[src/rtl/fp_div_iter.sv]
// fp_div_iter: multi-cycle radix-2 restoring floating-point divider.
// One quotient bit per clock, round-to-nearest-even, flush-to-zero for subnormals,
// valid/ready handshakes on both sides, and IEEE-style exception flags.
module fp_div_iter #(
  parameter int EXP_W = 5,
  parameter int MAN_W = 10
) (
  input  logic                 clock,
  input  logic                 reset,
  input  logic                 in_valid,
  output logic                 in_ready,
  input  logic [EXP_W+MAN_W:0] opA,
  input  logic [EXP_W+MAN_W:0] opB,
  output logic                 out_valid,
  input  logic                 out_ready,
  output logic [EXP_W+MAN_W:0] quotient,
  output logic                 dbz,
  output logic                 overflow,
  output logic                 underflow,
  output logic                 inexact,
  output logic                 invalid
);

  localparam int N       = MAN_W + 3;
  localparam int CW      = $clog2(N);
  localparam int EW2     = EXP_W + 2;
  localparam int BIAS    = (1 << (EXP_W - 1)) - 1;
  localparam int EXP_MAX = (1 << EXP_W) - 1;

  localparam logic signed [EW2-1:0] BiasS   = EW2'(BIAS);
  localparam logic signed [EW2-1:0] ExpMaxS = EW2'(EXP_MAX);
  localparam logic signed [EW2-1:0] OneS    = EW2'(1);

  typedef enum logic [1:0] {StIdle, StCalc, StRound, StDone} stateT;

  stateT                  state;
  logic [MAN_W+1:0]       remR;
  logic [MAN_W+1:0]       divD;
  logic [N-1:0]           qReg;
  logic [CW-1:0]          cnt;
  logic signed [EW2-1:0]  expBase;
  logic                   qSign;

  // Operand fields and classification
  logic                   sA, sB;
  logic [EXP_W-1:0]       eA, eB;
  logic [MAN_W-1:0]       mA, mB;
  logic                   aZero, aInf, aNan, bZero, bInf, bNan;

  assign {sA, eA, mA} = opA;
  assign {sB, eB, mB} = opB;

  assign aZero = (eA == '0);
  assign aInf  = (eA == '1) && (mA == '0);
  assign aNan  = (eA == '1) && (mA != '0);
  assign bZero = (eB == '0);
  assign bInf  = (eB == '1) && (mB == '0);
  assign bNan  = (eB == '1) && (mB != '0);

  assign in_ready  = (state == StIdle) || ((state == StDone) && out_ready);
  assign out_valid = (state == StDone);

  logic accept;
  assign accept = in_valid && in_ready;

  // Special-case result decode, in priority order
  logic                 specHit, specDbz, specInv;
  logic [EXP_W+MAN_W:0] specResult;

  always_comb begin
    specHit    = 1'b1;
    specDbz    = 1'b0;
    specInv    = 1'b0;
    specResult = {sA ^ sB, {EXP_W{1'b1}}, {MAN_W{1'b0}}};
    if (aNan || bNan || (aZero && bZero) || (aInf && bInf)) begin
      specResult = {1'b0, {EXP_W{1'b1}}, 1'b1, {(MAN_W-1){1'b0}}};
      specInv    = 1'b1;
    end else if (bZero && !aInf) begin
      specDbz = 1'b1;
    end else if (aInf) begin
      specDbz = 1'b0;
    end else if (aZero || bInf) begin
      specResult = {sA ^ sB, {(EXP_W+MAN_W){1'b0}}};
    end else begin
      specHit = 1'b0;
    end
  end

  // One restoring-division step on the current partial remainder
  logic             qBit;
  logic [MAN_W+1:0] remSub;

  always_comb begin
    qBit   = (remR >= divD);
    remSub = qBit ? (remR - divD) : remR;
  end

  // Normalise, round to nearest even and detect overflow/underflow
  logic                  intBit, guardBit, stickyBit, roundUp;
  logic [MAN_W:0]        sig;
  logic [MAN_W+1:0]      sigRnd;
  logic [MAN_W-1:0]      manRnd;
  logic signed [EW2-1:0] expRnd;
  logic                  rndOvf, rndUnf, rndInexact;
  logic [EXP_W+MAN_W:0]  rndResult;

  always_comb begin
    intBit     = qReg[N-1];
    sig        = intBit ? qReg[N-1:2] : qReg[N-2:1];
    guardBit   = intBit ? qReg[1] : qReg[0];
    stickyBit  = (intBit & qReg[0]) | (remR != '0);
    roundUp    = guardBit & (stickyBit | sig[0]);
    sigRnd     = {1'b0, sig} + {{(MAN_W+1){1'b0}}, roundUp};
    expRnd     = intBit ? expBase : (expBase - OneS);
    manRnd     = sigRnd[MAN_W-1:0];
    if (sigRnd[MAN_W+1]) begin
      // Rounding carried out: significand becomes 1.000..., bump the exponent
      expRnd = expRnd + OneS;
      manRnd = sigRnd[MAN_W:1];
    end
    rndOvf     = (expRnd >= ExpMaxS);
    rndUnf     = expRnd[EW2-1] || (expRnd == '0);
    rndInexact = guardBit | stickyBit | rndOvf | rndUnf;
    rndResult  = {qSign, expRnd[EXP_W-1:0], manRnd};
    if (rndOvf) begin
      rndResult = {qSign, {EXP_W{1'b1}}, {MAN_W{1'b0}}};
    end else if (rndUnf) begin
      rndResult = {qSign, {(EXP_W+MAN_W){1'b0}}};
    end
  end

  // Control FSM with registered quotient and flags
  always_ff @(posedge clock or posedge reset) begin
    if (reset) begin
      state     <= StIdle;
      remR      <= '0;
      divD      <= '0;
      qReg      <= '0;
      cnt       <= '0;
      expBase   <= '0;
      qSign     <= 1'b0;
      quotient  <= '0;
      dbz       <= 1'b0;
      overflow  <= 1'b0;
      underflow <= 1'b0;
      inexact   <= 1'b0;
      invalid   <= 1'b0;
    end else if (accept) begin
      dbz       <= specDbz;
      invalid   <= specInv;
      overflow  <= 1'b0;
      underflow <= 1'b0;
      inexact   <= 1'b0;
      if (specHit) begin
        quotient <= specResult;
        state    <= StDone;
      end else begin
        remR    <= {1'b0, 1'b1, mA};
        divD    <= {1'b0, 1'b1, mB};
        qReg    <= '0;
        cnt     <= CW'(N - 1);
        expBase <= $signed({2'b00, eA}) - $signed({2'b00, eB}) + BiasS;
        qSign   <= sA ^ sB;
        state   <= StCalc;
      end
    end else begin
      case (state)
        StCalc: begin
          remR <= {remSub[MAN_W:0], 1'b0};
          qReg <= {qReg[N-2:0], qBit};
          cnt  <= cnt - 1'b1;
          if (cnt == '0) begin
            state <= StRound;
          end
        end
        StRound: begin
          quotient  <= rndResult;
          overflow  <= rndOvf;
          underflow <= rndUnf;
          inexact   <= rndInexact;
          state     <= StDone;
        end
        StDone: begin
          if (out_ready) begin
            state <= StIdle;
          end
        end
        default: state <= StIdle;
      endcase
    end
  end

endmodule

[config.mk]
export PLATFORM = sky130hd
export DESIGN_NAME = fp_div_iter
export DESIGN_NICKNAME = d
export VERILOG_FILES = /design/src/rtl/fp_div_iter.sv
export SDC_FILE = /design/constraint.sdc
export NUM_CORES = 1
export LEC_CHECK = 0
export ABC_CLOCK_PERIOD_IN_PS = 4500
export CAP_MARGIN = 0
export CORE_UTILIZATION = 40
export DETAILED_ROUTE_END_ITERATION = 10
export SLEW_MARGIN = 20
export SYNTH_ARGS = -nofsm -noshare
export SYNTH_HDL_FRONTEND = slang
export SYNTH_SLANG_ARGS = --single-unit
export TNS_END_PERCENT = 5
[constraint.sdc]
create_clock -name clock -period 4.5 [get_ports clock]
set_input_delay 0.9 -clock clock [delete_from_list [all_inputs] [get_ports clock]]
set_output_delay 0.9 -clock clock [all_outputs]
set_load 0.02 [all_outputs]
Yosys cells after proc, flatten, opt, wreduce, memory -nomap -nowiden
Cells that the tools add are included.
{ "totals": {"out_inout_bits": 23, "inputBits": 36, "word_cells": 114, "register_bits": 71} }
{ "op_classes": {"bitwise_logic": 9, "n_reduce_logical": 32, "mux": 42, "eq_ne": 9, "n_lt_le_gt_ge": 2, "add_sub_neg": 7} }
{ "ops": {"columns": ["op", "count"], "rows": [
  ["15-bit two-way mux", 5],
  ["16-bit two-way mux", 4],
  ["13-bit two-way mux", 3],
  ["12-bit two-way mux", 3],
  ["11-bit two-way mux", 2],
  ["10-bit zero test", 2],
  ["10-bit nonzero test", 2],
  ["1-bit two-way mux", 14],
  ["7-bit two-way mux", 2],
  ["11-bit by 1-bit adder with 12-bit output", 1],
  ["12-bit by 11-bit greater-or-equal comparator with 1-bit output", 1],
  ["4-bit two-way mux", 3],
  ["12-bit nonzero test", 1],
  ["11-bit subtractor", 1],
  ["5-bit == test (second input constant)", 2],
  ["5-bit zero test", 2],
  ["10-bit two-way mux", 1],
  ["1-bit logical AND", 9],
  ["2-bit two-way mux", 4],
  ["2-bit AND reduction", 4],
  ["6-bit by 5-bit adder with 7-bit output (second input constant)", 1],
  ["7-bit by 2-bit adder with 7-bit output (second input constant)", 1],
  ["7-bit by 6-bit greater-or-equal comparator with 1-bit output (second input constant)", 1],
  ["7-bit zero test", 1],
  ["other kinds (19)", 31]
]} }

Depth between registers and ports, before layout
{ "logic_depth": {"ltp_word": 12, "mapped_depth": 15, "mapped_depth_nobuf": 11} }

Least setup slack after synthesis
Ideal clock, no wire load.
{ "synth_timing": {"path_type": "reg2reg", "from": "register qReg[12]", "to": "register quotient[2]", "setup_time_ns": 0.104, "stages_incl_launch_ff": 16, "n_path_buf": 4, "path_slack_ns": 0.483, "t_required_ns": 4.396, "arrival_ns": 3.913, "period_less_slack_ns": 4.017, "path_cell_list": "dfrtp_1 buf_6 clkbuf_1 buf_1 nand2_1 and4_1 a21oi_1 ha_1 nand4_1 or4b_4 a2111oi_4 mux2i_1 xnor2_4 nand4b_2 buf_6 o41ai_4"} }
{ "synth_between": {"elab_chain_cells": 12, "word_cells_on_any_way": 18, "cone_classes": "add/sub (2); order compare (1); mux (9); bitwise (4); reduce/logical (2)"} }
{ "synth_lines": {"columns": ["item", "line", "text"], "rows": [
  ["start: declaration", "39", "logic [N-1:0] qReg;"],
  ["start signal: assignment", "170", "qReg <= {qReg[N-2:0], qBit};"],
  ["branches (longest 9 deep; another with 11-bit by 1-bit adder with 12-bit output)", null, null],
  ["15-bit two-way mux (*)", "125", "if (rndOvf) begin"],
  ["16-bit two-way mux (*)", "167", "case (state)"],
  ["16-bit two-way mux (*)", "148", "end else if (accept) begin"],
  ["end signal: assignment", "155", "quotient <= specResult;"],
  ["end signal: assignment", "177", "quotient <= rndResult;"],
  ["end: declaration", "16", "output logic [EXP_W+MAN_W:0] quotient,"]
]} }
Every way passes the cells marked *. The select of a mux whose other input is x is not followed.
A chain may end at the register's enable or synchronous reset.

Worst setup path after layout
{ "layout_timing": {"from": "register qReg[12]", "to": "register quotient[4]"} }
Same word-level chain as after synthesis.

==> results summary <==
The category of the worst setup path launch point is a register. Of the available clock period, the critical path in the final layout requires 0.858. The data required time at the worst endpoint is 4.72 ns.

The number of pins exceeding their max-slew limit in the final report came to 0. The count of antenna-violating nets left after detailed routing is 0. In the synthesized netlist, the number of instances is 592.

The commonest cells after synthesis are 84 x nand2_1, 71 x dfrtp_1, 51 x o21ai_0, 39 x inv_1, 39 x nor2_1. The met1 demand-to-capacity share in global routing is 0.267. For the worst-skew pair, the clock arrives at the later sink with an insertion delay of 0.34 ns.

The number of different library cells in the post-synthesis netlist is 61. The CTS sink count came out at 71. The routability congestion estimate from global placement came out at 0.907. The number of clock buffers inserted by TritonCTS came out at 9.

The async set-reset flop share out of synthesis is 1.00. The fraction of met2 tracks used by global routing is 0.369. The standard cell with the maximum stage delay on the critical path is dfrtp_1. The share of the Yosys chip area taken by registers is 0.353. Of the post-synthesis cell area, the dominant cell type holds 0.353. The area of the core came out at 12,100 sq um. Ranked by total cell area, the synthesized netlist is headed by dfrtp_1 35%, ha_1 6.7%, nand2_1 6.3%, o21ai_0 5.1%, xnor2_1 3.5%. The routed length per placed instance came out at 16.0 um. The global routing stage identified its most utilized layer as met2. Yosys instantiated no cell more often than nand2_1.

The number of placed instances, taps included, is 796. STA classifies the critical path endpoint as a register. The clock transition at the register clock pins on the worst setup and hold paths after CTS is 0.06 ns. Counting both buffers and inverters, the worst setup path holds a total of 0.

The count of input and output buffers is 58. Setup repair after global routing left no endpoint under its margin. The synthesized design contains 0 enable-type register cells. After routing, the total negative slack on setup checks comes to 0 ns. The remaining global-route overflow is 0. Based on the critical path, the design can be clocked at up to 259 MHz. The worst max-slew margin expressed relative to the limit came out at 0.335. The family of cells with the greatest summed delay on the critical path is simple AND/OR/NAND/NOR gates. The floorplan has 40 rows. The mapped netlist covers 5030 sq um.

The number of vias after detailed routing came out at 4,505. The total DRC errors in the routed layout is 0. For this configuration, the core starts out at a cell density of 0.415. Data on the critical path arrives at its endpoint at 4.09 ns.

The final design area excluding fillers came out at 6090 sq um. The wire length after detailed routing is 13.0 mm. The number of top-level pins came out at 59. In the final layout, the share of cells above drive strength 1 is 0.0637. The via count of the first global-routing pass is 4,396. The H-tree was split into 3 levels.

The mean post-synth cell area came out at 8.49 sq um. The post-place instance area came out at 5760 sq um. The first global-routing pass estimated 21.6 mm of wire. Clock skew on the completed layout was measured at 0.00562 ns. The first-pass iteration count of the detailed router came out at 4.

The buffer levels on the longest clock path came out at 2. The largest incremental delay on the critical path came out at 0.58 ns. The number of antenna diodes in the final layout is 0. The layout net count is 704. The hold violation total from the final report is 0. The leakage dissipation is 2.55 nW. The total of fill cells in the finished design came out at 1,183.

The run finished with clean final reports. The tool flagged a number of max-cap violations equal to 0. The maximum number of pins on one net before global-route repair is 41. After legalization and detailed placement, the total HPWL measured 9.83 mm. The met3 track utilization from global routing came out at 0.0323. The largest fanout on the critical path is 12. The tree is rooted in a clkbuf_16. The number of gates resized after cts came out at 0.

Walking the worst path, the cells encountered are nand2_1 -> and4_1 -> a21oi_1 -> ha_1 -> nand4_1 -> or4b_4 -> a2111oi_4 -> mux2i_1 -> xnor2_4 -> nand4b_2 -> o41ai_1. The overall track demand over capacity in global routing is 0.212. The setup fix buffers added after clock tree synthesis came out at 0. The vertical die dimension is 114 um. For the pin with the worst max-slew slack, the measured transition is 0.994 ns. For this run, the leading register cell type out of synthesis is dfrtp_1. The die width came out at 114 um. The number of standard cells in the final layout excluding fillers came out at 812. The critical path is of the reg2reg type.

The number of antenna violations at the first check in global routing came out at 0. The clock tree from TritonCTS is built. The ratio of routed vias to standard cells came out at 5.55. The count of routing violations after the opening detailed-route iteration came out at 201. The flip-flop and latch count after synthesis is 71. The hold buffer count at cts came out at 0. The class of the tightest hold or removal check is reg2reg.

The number of warnings printed during yosys synthesis is 0. The floorplan step defined a die boundary enclosing 13,000 sq um. The post-route minimum period came out at 3.86 ns. The count of final setup violators is 0. From synthesis to final layout, the design area changed by 21.1%. The worst IR drop on VDD came out at 0.285 mV. The power per standard cell area is 723 nW/um^2. The synthesized net count is 657. The synthesized design spends more area on one cell type than any other, namely dfrtp_1.
-- registers in the layout (all words and copies together) (netlist names) --
name / cells
quotient: 16
qReg: 13
remR: 12
divD: 11
expBase: 7
cnt: 4
state: 2
dbz: 1
inexact: 1
invalid: 1
overflow: 1
qSign: 1
underflow: 1
-- layout make-up --
class                           count  area, sq um  area share
Multi-Input combinational cell    451         2970       0.488
Clock buffer                       13          260      0.0427
Tap cell                          168          210      0.0345
Sequential cell                    71         1780       0.292
Clock inverter                      3         65.1      0.0107
Timing Repair Buffer               67          661       0.108
Inverter                           39          146      0.0240
-- logic make-up after synthesis --
family,after synthesis,share of synthesized area
xor+xnor,32,0.0622
fa+ha+maj,29,0.0752
buf+inv,70,0.0562
flops,71,0.353
compound gates,156,0.206
simple gates,215,0.207
mux,19,0.0393
-- layer usage --
metal	wire [um]	vias up
li1	-	2209
met5	0	-
met1	5870	2177
met3	518	14
met2	6360	105
met4	228	0
-- cell usage in the layout (no fill, tap or decap), types with 3 or more instances in the layout --
cell type        count
nand2_1             84
dfrtp_1             71
clkdlybuf4s50_1     58
o21ai_0             50
inv_1               38
nor2_1              38
ha_1                27
a21oi_1             24
nand3_1             22
xnor2_1             20
nor4_1              14
mux2i_1             13
o22ai_1             13
o31ai_1             12
xor2_1              10
and3_1               9
a21o_1               9
nor3_1               9
clkbuf_16            9
a211oi_1             8
buf_4                8
o211ai_1             7
mux2_2               6
nor2b_1              5
nand4_1              4
nand2b_1             4
o41ai_1              4
or3_1                4
a21boi_0             4
a31oi_1              4
a311oi_1             4
and2_1               3
nand3b_1             3
a22o_1               3
-- tightest hold or removal path, stage by stage (launching register included) --
cell	delay, ns
dfrtp_1	0.32
inv_1	0.05
nand2_1	0.05
-- final timing paths --
check / start / endpoint / slack (ns) / cells after the start
max reg2reg: qReg[12]$_DFFE_PP0P_ / quotient[4]$_DFFE_PP0P_ / 0.64 / 11
min reg2reg: divD[10]$_DFFE_PP0P_ / divD[10]$_DFFE_PP0P_ / 0.45 / 2
max in group asynchronous: reset / overflow$_DFFE_PP0P_ / 2.73 / 3
min: divD[10]$_DFFE_PP0P_ / divD[10]$_DFFE_PP0P_ / 0.45 / 2
max: qReg[12]$_DFFE_PP0P_ / quotient[4]$_DFFE_PP0P_ / 0.64 / 11
min in group asynchronous: reset / qReg[9]$_DFFE_PP0P_ / 1.08 / 2
-- power by group --
group | total, mW | switching [mW] | internal [mW]
logic | 2.48 | 1.43 | 1.05
registers | 1.14 | 0.256 | 0.885
clock network | 0.788 | 0.272 | 0.515
-- per-stage QoR --
| step | setup WS (ns) | power, mW | util | hold WS, ns |
|---|---|---|---|---|
| detailed placement | 0.645 | 3.61 | 0.476 | 0.440 |
| global placement | 0.759 | 3.57 | 0.476 | 0.437 |
| global route | 0.247 | 4.76 | 0.503 | 0.491 |
| floorplan | 0.483 | 2.95 | - | 0.418 |
| CTS | 0.629 | 4.42 | 0.503 | 0.454 |
| finish | 0.639 | 4.41 | 0.503 | 0.452 |
Power figures use the tool's default switching activity.
